===== config.mk =====
export PLATFORM = sky130hd
export DESIGN_NAME = dm_access_ctrl_flat
export DESIGN_NICKNAME = d
export VERILOG_FILES = /design/src/rtl/dm_access_ctrl_if.sv /design/src/rtl/dm_access_ctrl.sv /design/src/flat_wrapper.sv
export SDC_FILE = /design/constraint.sdc
export NUM_CORES = 1
export LEC_CHECK = 0
export CAP_MARGIN = 20
export CORE_MARGIN = 2
export CORE_UTILIZATION = 25
export DETAILED_ROUTE_END_ITERATION = 8
export DONT_BUFFER_PORTS = 1
export SYNTH_ARGS = -nofsm -noshare
export SYNTH_HDL_FRONTEND = slang
export SYNTH_SLANG_ARGS = --single-unit

===== constraint.sdc =====
create_clock -name clk -period 2.37 [get_ports clk]
set_input_delay 0 -clock clk [delete_from_list [all_inputs] [get_ports clk]]
set_output_delay 0 -clock clk [all_outputs]
set_load 0.005 [all_outputs]

===== src/rtl/dm_access_ctrl_if.sv =====
// Request/response bundle between the execute stage (master) and the
// data-memory access controller (slave).
interface dm_access_ctrl_if;
    logic        req_valid;
    logic        req_ready;
    logic        req_we;
    logic [15:0] req_addr;
    logic [1:0]  req_size;
    logic        req_signed;
    logic [63:0] req_wdata;
    logic        resp_valid;
    logic        resp_ready;
    logic [63:0] resp_rdata;
    logic        resp_err;

    modport master (
        output req_valid, req_we, req_addr, req_size, req_signed, req_wdata, resp_ready,
        input  req_ready, resp_valid, resp_rdata, resp_err
    );

    modport slave (
        input  req_valid, req_we, req_addr, req_size, req_signed, req_wdata, resp_ready,
        output req_ready, resp_valid, resp_rdata, resp_err
    );
endinterface


===== src/rtl/dm_access_ctrl.sv =====
// Data-memory access controller: turns byte/half/word/dword load/store
// requests into whole-doubleword DM transactions. Sub-doubleword stores run
// as read-modify-write; loads are lane-extracted and sign/zero extended.
// Optional feature macro: DM_MISALIGN_TRAP_EN (misaligned accesses error out
// instead of having their low offset bits forced to zero).
module dm_access_ctrl #(
    parameter int ADDR_W = 16,
    parameter int DATA_W = 64
) (
    input  logic              clk,
    input  logic              rst_n,
    dm_access_ctrl_if.slave   bus,
    output logic [11:0]       dm_direccion,
    output logic [DATA_W-1:0] dm_dataWrite,
    output logic              dm_enableWr,
    output logic              dm_bitAddress,
    input  logic [DATA_W-1:0] dm_dataRead
);

    typedef enum logic [2:0] {IDLE, LOAD, RD_OLD, WRITE, RESP} state_t;

    state_t             state_q, state_d;
    logic [2:0]         off_q, off_d;
    logic [1:0]         size_q, size_d;
    logic               signed_q, signed_d;
    logic [DATA_W-1:0]  wdata_q, wdata_d;
    logic               req_ready_q, req_ready_d;
    logic               resp_valid_q, resp_valid_d;
    logic [DATA_W-1:0]  resp_rdata_q, resp_rdata_d;
    logic               resp_err_q, resp_err_d;
    logic [11:0]        dm_direccion_q, dm_direccion_d;
    logic [DATA_W-1:0]  dm_dataWrite_q, dm_dataWrite_d;
    logic               dm_bitAddress_q, dm_bitAddress_d;
    logic               err_s;
    logic [2:0]         req_off_s;

    // Byte-lane enables for an access of 1<<size bytes starting at byte off.
    function automatic logic [7:0] lane_mask(input logic [1:0] size, input logic [2:0] off);
        logic [7:0] base;
        case (size)
            2'd0:    base = 8'h01;
            2'd1:    base = 8'h03;
            2'd2:    base = 8'h0F;
            default: base = 8'hFF;
        endcase
        return base << off;
    endfunction

    // Widen a per-byte enable into a per-bit mask.
    function automatic logic [63:0] expand_mask(input logic [7:0] m);
        logic [63:0] r;
        r = 64'h0;
        for (int k = 0; k < 8; k++) begin
            r[8*k +: 8] = {8{m[k]}};
        end
        return r;
    endfunction

    // Offset rounded down to the natural alignment of the access size.
    function automatic logic [2:0] align_off(input logic [1:0] size, input logic [2:0] off);
        case (size)
            2'd0:    return off;
            2'd1:    return {off[2:1], 1'b0};
            2'd2:    return {off[2], 2'b00};
            default: return 3'b000;
        endcase
    endfunction

    // Keep the low 1<<size bytes of a right-aligned value, then extend.
    function automatic logic [63:0] extend(input logic [63:0] raw, input logic [1:0] size,
                                           input logic sgn);
        case (size)
            2'd0:    return sgn ? {{56{raw[7]}},  raw[7:0]}  : {56'h0, raw[7:0]};
            2'd1:    return sgn ? {{48{raw[15]}}, raw[15:0]} : {48'h0, raw[15:0]};
            2'd2:    return sgn ? {{32{raw[31]}}, raw[31:0]} : {32'h0, raw[31:0]};
            default: return raw;
        endcase
    endfunction

    // Request decode: region check plus the build-selected alignment policy.
    always_comb begin
`ifdef DM_MISALIGN_TRAP_EN
        req_off_s = bus.req_addr[2:0];
        err_s     = !bus.req_addr[ADDR_W-1] ||
                    (align_off(bus.req_size, bus.req_addr[2:0]) != bus.req_addr[2:0]);
`else
        req_off_s = align_off(bus.req_size, bus.req_addr[2:0]);
        err_s     = !bus.req_addr[ADDR_W-1];
`endif
    end

    // Next-state and next-output logic of the access FSM.
    always_comb begin
        state_d         = state_q;
        off_d           = off_q;
        size_d          = size_q;
        signed_d        = signed_q;
        wdata_d         = wdata_q;
        resp_rdata_d    = resp_rdata_q;
        resp_err_d      = resp_err_q;
        dm_direccion_d  = dm_direccion_q;
        dm_dataWrite_d  = dm_dataWrite_q;
        case (state_q)
            IDLE: begin
                if (bus.req_valid && req_ready_q) begin
                    off_d        = req_off_s;
                    size_d       = bus.req_size;
                    signed_d     = bus.req_signed;
                    wdata_d      = bus.req_wdata;
                    resp_rdata_d = 64'h0;
                    resp_err_d   = err_s;
                    if (err_s) begin
                        state_d = RESP;
                    end else begin
                        dm_direccion_d = bus.req_addr[14:3];
                        if (!bus.req_we) begin
                            state_d = LOAD;
                        end else if (bus.req_size == 2'd3) begin
                            dm_dataWrite_d = bus.req_wdata;
                            state_d        = WRITE;
                        end else begin
                            state_d = RD_OLD;
                        end
                    end
                end else begin
                    state_d = IDLE;
                end
            end
            LOAD: begin
                resp_rdata_d = extend(dm_dataRead >> {off_q, 3'b000}, size_q, signed_q);
                state_d      = RESP;
            end
            RD_OLD: begin
                // Old word keeps every lane except the ones being stored.
                dm_dataWrite_d = (dm_dataRead & ~expand_mask(lane_mask(size_q, off_q))) |
                                 ((wdata_q << {off_q, 3'b000}) &
                                  expand_mask(lane_mask(size_q, off_q)));
                state_d        = WRITE;
            end
            WRITE: begin
                state_d = RESP;
            end
            RESP: begin
                if (bus.resp_ready) begin
                    state_d = IDLE;
                end else begin
                    state_d = RESP;
                end
            end
            default: begin
                state_d = IDLE;
            end
        endcase
        req_ready_d     = (state_d == IDLE);
        resp_valid_d    = (state_d == RESP);
        dm_bitAddress_d = (state_d == LOAD) || (state_d == RD_OLD) || (state_d == WRITE);
    end

    // State and output registers with synchronous active-low reset.
    always_ff @(posedge clk) begin
        if (!rst_n) begin
            state_q         <= IDLE;
            off_q           <= 3'b000;
            size_q          <= 2'b00;
            signed_q        <= 1'b0;
            wdata_q         <= 64'h0;
            req_ready_q     <= 1'b1;
            resp_valid_q    <= 1'b0;
            resp_rdata_q    <= 64'h0;
            resp_err_q      <= 1'b0;
            dm_direccion_q  <= 12'h000;
            dm_dataWrite_q  <= 64'h0;
            dm_bitAddress_q <= 1'b0;
        end else begin
            state_q         <= state_d;
            off_q           <= off_d;
            size_q          <= size_d;
            signed_q        <= signed_d;
            wdata_q         <= wdata_d;
            req_ready_q     <= req_ready_d;
            resp_valid_q    <= resp_valid_d;
            resp_rdata_q    <= resp_rdata_d;
            resp_err_q      <= resp_err_d;
            dm_direccion_q  <= dm_direccion_d;
            dm_dataWrite_q  <= dm_dataWrite_d;
            dm_bitAddress_q <= dm_bitAddress_d;
        end
    end

    assign bus.req_ready  = req_ready_q;
    assign bus.resp_valid = resp_valid_q;
    assign bus.resp_rdata = resp_rdata_q;
    assign bus.resp_err   = resp_err_q;
    assign dm_direccion   = dm_direccion_q;
    assign dm_dataWrite   = dm_dataWrite_q;
    assign dm_bitAddress  = dm_bitAddress_q;
    // Write strobe is killed immediately by reset so a reset edge never commits a write.
    assign dm_enableWr    = (state_q == WRITE) && rst_n;

endmodule

===== src/flat_wrapper.sv =====
// flat-port wrapper written by rule: the top's interface ports become plain ports
module dm_access_ctrl_flat 
#(
    parameter int ADDR_W = 16,
    parameter int DATA_W = 64
)
  (clk, rst_n, dm_direccion, dm_dataWrite, dm_enableWr, dm_bitAddress, dm_dataRead, bus_req_valid, bus_req_we, bus_req_addr, bus_req_size, bus_req_signed, bus_req_wdata, bus_resp_ready, bus_req_ready, bus_resp_valid, bus_resp_rdata, bus_resp_err);
  dm_access_ctrl_if bus_i ();
  input  logic clk;
  input  logic rst_n;
  output logic [11:0] dm_direccion;
  output logic [DATA_W-1:0] dm_dataWrite;
  output logic dm_enableWr;
  output logic dm_bitAddress;
  input  logic [DATA_W-1:0] dm_dataRead;
  input wire logic [$bits(bus_i.req_valid)-1:0] bus_req_valid;
  input wire logic [$bits(bus_i.req_we)-1:0] bus_req_we;
  input wire logic [$bits(bus_i.req_addr)-1:0] bus_req_addr;
  input wire logic [$bits(bus_i.req_size)-1:0] bus_req_size;
  input wire logic [$bits(bus_i.req_signed)-1:0] bus_req_signed;
  input wire logic [$bits(bus_i.req_wdata)-1:0] bus_req_wdata;
  input wire logic [$bits(bus_i.resp_ready)-1:0] bus_resp_ready;
  output wire logic [$bits(bus_i.req_ready)-1:0] bus_req_ready;
  output wire logic [$bits(bus_i.resp_valid)-1:0] bus_resp_valid;
  output wire logic [$bits(bus_i.resp_rdata)-1:0] bus_resp_rdata;
  output wire logic [$bits(bus_i.resp_err)-1:0] bus_resp_err;
  assign bus_i.req_valid = bus_req_valid;
  assign bus_i.req_we = bus_req_we;
  assign bus_i.req_addr = bus_req_addr;
  assign bus_i.req_size = bus_req_size;
  assign bus_i.req_signed = bus_req_signed;
  assign bus_i.req_wdata = bus_req_wdata;
  assign bus_i.resp_ready = bus_resp_ready;
  assign bus_req_ready = bus_i.req_ready;
  assign bus_resp_valid = bus_i.resp_valid;
  assign bus_resp_rdata = bus_i.resp_rdata;
  assign bus_resp_err = bus_i.resp_err;
  dm_access_ctrl #(.ADDR_W(ADDR_W), .DATA_W(DATA_W)) u_core (.clk(clk), .rst_n(rst_n), .bus(bus_i), .dm_direccion(dm_direccion), .dm_dataWrite(dm_dataWrite), .dm_enableWr(dm_enableWr), .dm_bitAddress(dm_bitAddress), .dm_dataRead(dm_dataRead));
endmodule

Word level (Yosys, flattened, before mapping)

Index checks and enable logic that the tools add are counted.

Flip-flop bits (word level): 217
Latch bits: 0
Bits in writable memories: 0
Bits in read-only memories: 0
Input bits: 152
Output and inout bits: 145
Logic and storage cells: 72
Memories: 0

$add $sub $neg: 0
Multipliers: 0
Div/mod/pow operators: 0
$lt $le $gt $ge: 0
Equal/unequal tests: 17
Shifts and indexed selects: 3
Mux-type cells: 20
Bitwise gates (word level): 4
Reduce and logical (&&, ||, !) cells: 16

Operators with widths:

| kind                                                  | number |
|---|---|
| 2-to-1 mux 64 bit                                     | 8 |
| one-hot mux 64 bit (2 select lines)                   | 2 |
| one-hot mux 64 bit (3 select lines)                   | 1 |
| bitwise AND 64 bit                                    | 2 |
| NOT 64 bit                                            | 1 |
| bitwise OR 64 bit                                     | 1 |
| << shifter 64 x 6 -> 64 bit                           | 1 |
| right shift 64 x 6 -> 64 bit                          | 1 |
| one-hot mux 8 bit (3 select lines)                    | 1 |
| == test 3 x 2 -> 1 bit, second input constant         | 4 |
| 2-to-1 mux 3 bit                                      | 4 |
| one-hot mux 3 bit (4 select lines)                    | 1 |
| one-hot mux 3 bit (3 select lines)                    | 1 |
| 2-to-1 mux 8 bit                                      | 1 |
| << shifter 8 x 3 -> 8 bit                             | 1 |
| == test 2 bit, second input constant                  | 3 |
| == test 3 x 1 -> 1 bit, second input constant         | 2 |
| == test 3 bit, second input constant                  | 2 |
| zero test 3 bit                                       | 2 |
| AND reduction 5 bit                                   | 1 |
| == test 2 x 1 -> 1 bit, second input constant         | 2 |
| zero test 2 bit                                       | 2 |
| inequality test 2 x 1 -> 1 bit, second input constant | 2 |
| inequality test 2 bit, second input constant          | 2 |
| 8 further kinds                                       | 12 |

Longest topological paths before layout

Gate-level depths: netlist of the first run.

Word-level depth: 9
Mapped depth: 10

Worst setup path before layout of the first run

Ideal clock, no wire load.

Path kind: flip-flop to flip-flop
Start point: register u_core.off_q[1]
End point: register u_core.resp_rdata_q[10], in the netlist u_core.bus.resp_rdata[10]
Data arrival time: 1721 ps
Path slack: 527 ps
Stages on the path, launching flop included: 11
Buffers on the path: 5
Path through: dfxtp_1 > buf_6 > buf_6 > buf_6 > buf_6 > buf_6 > mux2i_1 > nand2_1 > o211ai_1 > o21ai_1 > a221o_1

Longest elaborated chain between the ends: 4
Elaborated cells between the ends (all ways): 6
Those cells by class: shift: 1; mux: 5

RTL lines:

| element                                 | line                                                             | source |
|---|---|---|
| start, declared                         | dm_access_ctrl.sv:23                                             | `logic [2:0] off_q, off_d;` |
| start signal, assigned                  | dm_access_ctrl.sv:163                                            | `off_q <= 3'b000;` |
| start signal, assigned                  | dm_access_ctrl.sv:176                                            | `off_q <= off_d;` |
| right shift 64 x 6 -> 64 bit (*)        | dm_access_ctrl.sv:130                                            | `resp_rdata_d = extend(dm_dataRead >> {off_q, 3'b000}, size_q, signed_q);` |
| 2-to-1 mux 64 bit (on tied branches)    | dm_access_ctrl.sv:75, dm_access_ctrl.sv:74, dm_access_ctrl.sv:73 |  |
| one-hot mux 64 bit (3 select lines) (*) | dm_access_ctrl.sv:72                                             | `case (size)` |
| one-hot mux 64 bit (2 select lines) (*) | dm_access_ctrl.sv:103                                            | `case (state_q)` |
| end signal, assigned                    | dm_access_ctrl.sv:182                                            | `resp_rdata_q <= resp_rdata_d;` |
| end, declared                           | dm_access_ctrl.sv:29                                             | `logic [DATA_W-1:0] resp_rdata_q, resp_rdata_d;` |

Mark *: on every way between the ends. The rest lies on a longest branch, timed or not.
A chain may end at the register's enable or synchronous reset.

Worst setup path in the final report of the first run

Start point: register u_core.off_q[2]
End point: register u_core.resp_rdata_q[8], in the netlist u_core.bus.resp_rdata[8]

Same word-level chain as after synthesis.

==> run summary, run 1 <==
====================================================================================
Status                                                                  finished clean
Floorplan die area                                                        51,180 µm²
Cell type contributing the most total cell area after synthesis              dfxtp_1
Hold Vio Cnt, Final                                                                0
Floorplan die height                                                        226.2 µm
Total of buffers placed on input and output ports                                  0
Max_slew headroom                                                             45.66%
Starting density of the core                                                  25.27%
Post-route ant nets                                                                0
Class of the most critical setup path                                        reg2reg
Setup violation total in the final timing report                                   0
Static Leak                                                                 5.596 nW
Cts bufs inserted                                                                 27
Crit path max-delay cell type                                              a2111oi_4
Deepest clock path buffer count                                                    3
Syn_area_per_cell                                                          8.627 µm²
Count of warnings emitted by yosys                                                 0
1st-iter DRT viols                                                             1,319
Launch point of the worst reg-to-reg path                               u_core.off_q[2]
Critical path data arrival time                                              2.77 ns
Clock root buffer master                                                   clkbuf_16
Number of antenna violations at the first check in global routing                 19
Top Ports                                                                        297
Max-Cap Viols                                                                      0
GRT Residual Overflow                                                              0
Standard-cell row count                                                           81
Fraction of the yosys area taken by sequential cells                          35.19%
Total wirelength of the detailed-routed design                             62,520 µm
Synth-to-Final Area Change                                                    30.62%
Cells traversed along the worst timing path                             and2b_1 -> buf_4 -> a2111oi_4 -> buf_4 -> and2_1 -> a221o_1
Clock latency at the later pin of the worst-skew pair                        0.59 ns
First drt pass iteration count                                                     5
Slew of the pin with the lowest slew margin                                0.8152 ns
Vias in the first global route                                                12,051
Core footprint                                                            48,850 µm²
Depth of the CTS H-tree                                                            1
Avg Vias per Cell                                                              5.462
Proportion of synthesized flip-flops having asynchronous set or reset             0%
Launching element type of the critical path                                     flop
End-of-flow core utilization                                                  33.01%
# nets final                                                                   1,755
TritonCTS clock tree                                                            done
Power density over cell area                                            695.3 nW/µm²
Yosys top cell area share                                                     35.19%
Kind of cell with the highest combined delay on the critical path       compound AO/OA/AOI/OAI gates
Residual DRC                                                                       0
WL per Instance                                                             27.18 µm
Cells taking the most area after synthesis                              dfxtp_1, mux2i_1, nand2_1, a21oi_1, mux4_2
Largest net degree at the start of global routing                                157
Global router's overall resource usage                                        23.46%
Required time of the critical path                                           2.86 ns
Post-synthesis register bit count                                                217
Cell area after synthesis                                                 12,350 µm²
Final Slew Violations                                                              0
Worst path max stage delay                                                   0.56 ns
Fraction of final layout cells with drive strength greater than 1             14.60%
Final worst path period need                                                2.285 ns
Crit path buf inv count                                                            2
Layout Skew                                                               0.04547 ns
Kind of capture point of the worst setup path                                   flop
Setup tns final                                                                 0 ns
Ratio of final minimum period to clock period                                 96.42%
CP Launch Point                                                         u_core.off_q[2]
Vias                                                                          12,563
Maximum clock frequency                                                   0.4376 GHz
Sinks on Clock Net                                                               217
Net count after synthesis                                                      1,583
Final RePlAce weighted congestion                                             0.9051
Number of synthesized flops with an enable pin                                     0
Tightest Hold Check Type                                                      in2reg
Count of mapped cells out of synthesis                                         1,431
Post-synth top flop                                                          dfxtp_1
Die outline width                                                           226.2 µm
Worst-path clk slew                                                          0.06 ns
Peak supply drop                                                           0.5330 mV
Hold Startpoint                                                         dm_dataRead[55]
Unique cell type count in the Yosys netlist                                       75
First-pass GRT wire length                                                 87,520 µm
Most repeated library cell on the critical path                                buf_4
Highest net fanout along the worst path                                           12
Final HPWL from detailed placement                                         44,580 µm
====================================================================================
per-stage QoR:
step | hold WS [ns] | total power, mW | cell area (µm²) | setup WS (ns) | cells
2_1_floorplan | 0.1241 | 5.741 | 12350 | 0.5267 | 1431
3_3_place_gp | 0.1364 | 6.578 | 13320 | -0.04498 | 2052
3_5_place_dp | 0.1351 | 6.606 | 13320 | -0.1103 | 2052
4_1_cts | 0.0001974 | 11.12 | 16010 | -0.008922 | 2281
5_1_grt | 0.03536 | 11.61 | 16110 | -0.002053 | 2294
6_report | 0.01390 | 11.21 | 16130 | 0.08494 | 2300
worst register-to-register path: stages (launching register included):
cell	delay, ns
dfxtp_2	0.47
and2b_1	0.25
buf_4	0.15
a2111oi_4	0.56
buf_4	0.24
and2_1	0.38
a221o_1	0.18
path summary, 6_finish.rpt:
path / slack (ns) / cells after the start / endpoint
setup / recovery: 0.08 / 6 / u_core.bus.resp_rdata[8]
hold / removal: 0.01 / 4 / u_core.bus.resp_rdata[31]
setup reg to reg: 0.08 / 6 / u_core.bus.resp_rdata[8]
hold reg to reg: 0.46 / 2 / u_core.wdata_q[60]
flip-flops by register name (all words and copies together) (netlist names), 2 cells and up:
signal and cells:
u_core.bus.resp_rdata 64, u_core.dm_dataWrite 64, u_core.dm_direccion 12, u_core.off_q 3, u_core.size_q 2, u_core.state_q 3, u_core.wdata_q 64
power breakdown:
part,switching [mW],total (mW),internal [mW]
Sequential,0.354,4.28,3.93
Combinational,1.62,2.79,1.17
Clock,1.76,4.14,2.38
Total,3.73,11.2,7.48
kinds of logic after synthesis:
kind of cell | count (synthesis) | synth area share [%]
buffers and inverters | 138 | 5.726
muxes | 209 | 20.38
DFF | 217 | 35.19
and+or+nand+nor | 424 | 14.95
AOI/OAI and AO/OA | 443 | 23.76
synth_stat cells, types with 12 or more instances:
library cell  number
o21ai_0           40
nand3_1           14
dfxtp_1          217
buf_2             25
mux2_2            30
nor3_1            12
nand2_1          276
nor2b_1           26
nor2_1            55
a211oi_1          54
a21oi_1          157
clkbuf_1          75
mux2i_1          134
mux4_2            29
o21ai_1           43
buf_6             13
buf_4             16
o221ai_1          13
mux2_1            15
area by class of cell:
| cell class | count | area [µm²] |
|---|---|---|
| clock inverter | 12 | 101.3 |
| multi-input combinational | 1079 | 7371 |
| inverter | 4 | 17.52 |
| timing repair buffer | 274 | 2646 |
| tap | 664 | 830.8 |
| antenna | 13 | 32.53 |
| fill | 5137 | 32720 |
| sequential | 217 | 4353 |
| clock buffer | 37 | 773.2 |
cells in the final DEF (no fill, tap or decap), types with 5 or more instances in the layout:
cell type	instances
a211oi_1	54
mux2i_1	134
a221oi_1	8
clkinvlp_4	5
and2_1	9
o31a_1	8
o31ai_1	8
diode_2	13
o211ai_1	6
a2111oi_0	7
a2bb2oi_1	8
a311oi_1	7
dfxtp_1	214
a221o_1	7
o21a_1	9
nand3_1	13
mux4_2	29
o21ai_0	40
mux2_2	30
clkinv_2	5
dlygate4sd3_1	180
nor3_1	12
a21oi_1	157
o21ai_1	43
buf_4	81
nor2_1	55
a21boi_1	7
nand2_1	275
clkbuf_16	27
mux2_1	15
a22oi_1	9
o221ai_1	13
clkbuf_8	6
a21boi_0	9
buf_12	8
a22o_1	6
o22ai_1	5
nor2b_1	26
timing repair:
action                                  4_1_cts  5_1_grt
pin swaps                                     1        3
hold buffers                                179        1
endpoints found under the setup margin       15       70
resized for setup                             2        8
gates cloned                                  1        2
hold endpoints to repair                    214        1
setup buffers                                 0        3
routing by layer:
metal | routed length [µm] | track usage (%) | vias up | part of all wire [%]
met3 | 7529 | 7.039 | 139 | 12
met4 | 2261 | 7.598 | 16 | 3.6
met2 | 27730 | 36.72 | 710 | 44
met1 | 24900 | 30.75 | 6104 | 40
met5 | 98 | 0 | - | 0.16
li1 | - | - | 5594 | -
(Power assumes the default switching activity.)
==> run 2: changes to the inputs <==
--- a/config.mk
+++ b/config.mk
@@ -6,10 +6,14 @@
 export NUM_CORES = 1
 export LEC_CHECK = 0
 export CAP_MARGIN = 20
+export CELL_PAD_IN_SITES_DETAIL_PLACEMENT = 1
+export CELL_PAD_IN_SITES_GLOBAL_PLACEMENT = 1
 export CORE_MARGIN = 2
 export CORE_UTILIZATION = 25
 export DETAILED_ROUTE_END_ITERATION = 8
 export DONT_BUFFER_PORTS = 1
+export PLACE_DENSITY_LB_ADDON = 0.1
+export SLEW_MARGIN = 30
 export SYNTH_ARGS = -nofsm -noshare
 export SYNTH_HDL_FRONTEND = slang
 export SYNTH_SLANG_ARGS = --single-unit
==> run 2 against run 1 <==
Net effect: die area unchanged; register-to-register slack is essentially flat; critical path depth unchanged; power up 6.8%; clock skew fell by 0.025 ns; first-iteration DRC count down 36%; highest routed layer unchanged; cell area up 2.6%.
==> run summary, run 2 (synthesis results as in run 1) <==
================================================================================
Launching element type of the critical path                                 flop
Maximum clock frequency                                               0.4385 GHz
Class of the most critical setup path                                    reg2reg
Hold Startpoint                                                     dm_dataRead[41]
Total wirelength of the detailed-routed design                         67,390 µm
Fraction of final layout cells with drive strength greater than 1         14.64%
Final HPWL from detailed placement                                     49,610 µm
Max_slew headroom                                                         43.51%
CP Launch Point                                                     u_core.off_q[1]
Setup tns final                                                             0 ns
Clock latency at the later pin of the worst-skew pair                    0.58 ns
Layout Skew                                                           0.02053 ns
Synth-to-Final Area Change                                                34.06%
Kind of capture point of the worst setup path                               flop
Fill count                                                                 5,678
Vias                                                                      12,428
Launch point of the worst reg-to-reg path                           u_core.off_q[1]
Global router's overall resource usage                                    25.96%
Number of antenna violations at the first check in global routing             11
Max-Cap Viols                                                                  0
TritonCTS clock tree                                                        done
First drt pass iteration count                                                 5
Die outline width                                                       226.2 µm
Status                                                              finished clean
Hold Vio Cnt, Final                                                            0
1st-iter DRT viols                                                           839
Largest net degree at the start of global routing                             66
Final RePlAce weighted congestion                                         0.8539
# nets final                                                               1,775
End-of-flow core utilization                                              33.88%
Residual DRC                                                                   0
Critical path data arrival time                                          2.71 ns
First-pass GRT wire length                                             96,160 µm
Tightest Hold Check Type                                                  in2reg
Post-route ant nets                                                            0
Power density over cell area                                        723.5 nW/µm²
Avg Vias per Cell                                                          5.345
Slew of the pin with the lowest slew margin                            0.8442 ns
Commonest cells after routing, fill and taps aside                  nand2_1, dfxtp_1, dlygate4sd3_1
Floorplan die height                                                    226.2 µm
Core footprint                                                        48,850 µm²
GRT Residual Overflow                                                          0
Total of buffers placed on input and output ports                              0
WL per Instance                                                         28.99 µm
Depth of the CTS H-tree                                                        1
Starting density of the core                                              25.27%
Floorplan die area                                                    51,180 µm²
Final Slew Violations                                                          0
Required time of the critical path                                       2.80 ns
Unrepaired setup endpoints after global routing                            false
Worst path max stage delay                                               0.59 ns
Standard-cell row count                                                       81
Final worst path period need                                            2.280 ns
Commonest non-fill, non-tap cell in the layout                           nand2_1
Crit path max-delay cell type                                       dlygate4sd3_1
Kind of cell with the highest combined delay on the critical path   buffers and inverters
Ratio of final minimum period to clock period                             96.22%
Peak supply drop                                                       0.5050 mV
Crit path buf inv count                                                        2
Cts bufs inserted                                                             29
Static Leak                                                             5.846 nW
Vias in the first global route                                            12,894
Deepest clock path buffer count                                                3
Cells traversed along the worst timing path                         buf_12 -> mux2_1 -> dlygate4sd3_1 -> a22o_1 -> a21oi_2 -> o221ai_1
Highest net fanout along the worst path                                       25
Top Ports                                                                    297
Worst-path clk slew                                                      0.07 ns
Clock root buffer master                                               clkbuf_16
Setup violation total in the final timing report                               0
Sinks on Clock Net                                                           217
================================================================================
[run 2: worst reg2reg max path, delay by kind of cell (launching register included)]
| kind | cells | cell delay, ns |
|---|---|---|
| AO/OA/AOI/OAI | 3 | 0.48 |
| flip-flops | 1 | 0.47 |
| buffers and inverters | 2 | 0.81 |
| multiplexers | 1 | 0.37 |
[run 2: path summary, 6_finish.rpt]
check	cells after the start	endpoint	slack, ns
worst max register to register	6	u_core.bus.resp_rdata[28]	0.09
worst min register to register	2	u_core.bus.resp_rdata[48]	0.46
worst max-delay path	6	u_core.bus.resp_rdata[28]	0.09
worst min-delay path	4	u_core.bus.resp_rdata[9]	0.03
[run 2: final cells by class]
type | instances | area (µm²) | share of cell area (%)
Sequential cell | 217 | 4353 | 26.30
Clock buffer | 42 | 864.6 | 5.224
Antenna cell | 15 | 37.54 | 0.2268
Inverter | 4 | 17.52 | 0.1058
Multi-Input combinational cell | 1076 | 7342 | 44.36
Tap cell | 664 | 830.8 | 5.020
Timing Repair Buffer | 295 | 2930 | 17.70
Clock inverter | 12 | 175.2 | 1.058
[run 2: what timing repair did]
| action | 4_1_cts | 5_1_grt |
|---|---|---|
| resized for setup | 0 | 4 |
| hold buffers | 200 | 1 |
| hold endpoints to repair | 214 | 2 |
| setup buffers | 0 | 3 |
| endpoints found under the setup margin | 0 | 57 |
[run 2: power by group]
group	internal [mW]	switching, mW
clock	2.96	1.82
combinational	1.23	1.66
sequential	3.93	0.378
total	8.12	3.86
[run 2: through the flow]
step | setup slack (ns) | instances | power [mW] | hold WS [ns] | cell area (µm²)
global placement | 0.1747 | 2052 | 6.766 | 0.1296 | 13420
CTS | 0.01775 | 2306 | 12.07 | 0.004116 | 16460
global route | 0.009309 | 2311 | 12.46 | 0.04557 | 16520
detailed placement | 0.1244 | 2052 | 6.793 | 0.1368 | 13420
finish | 0.08958 | 2325 | 11.97 | 0.02694 | 16550
floorplan | 0.5267 | 1431 | 5.741 | 0.1241 | 12350
[run 2: metal layers]
metal	GRT usage (%)	up-vias	wire length, µm
li1	-	5647	-
met1	33.82	6274	28970
met2	43.46	412	31590
met3	6.245	89	5194
met4	5.390	6	1605
met5	0	-	39
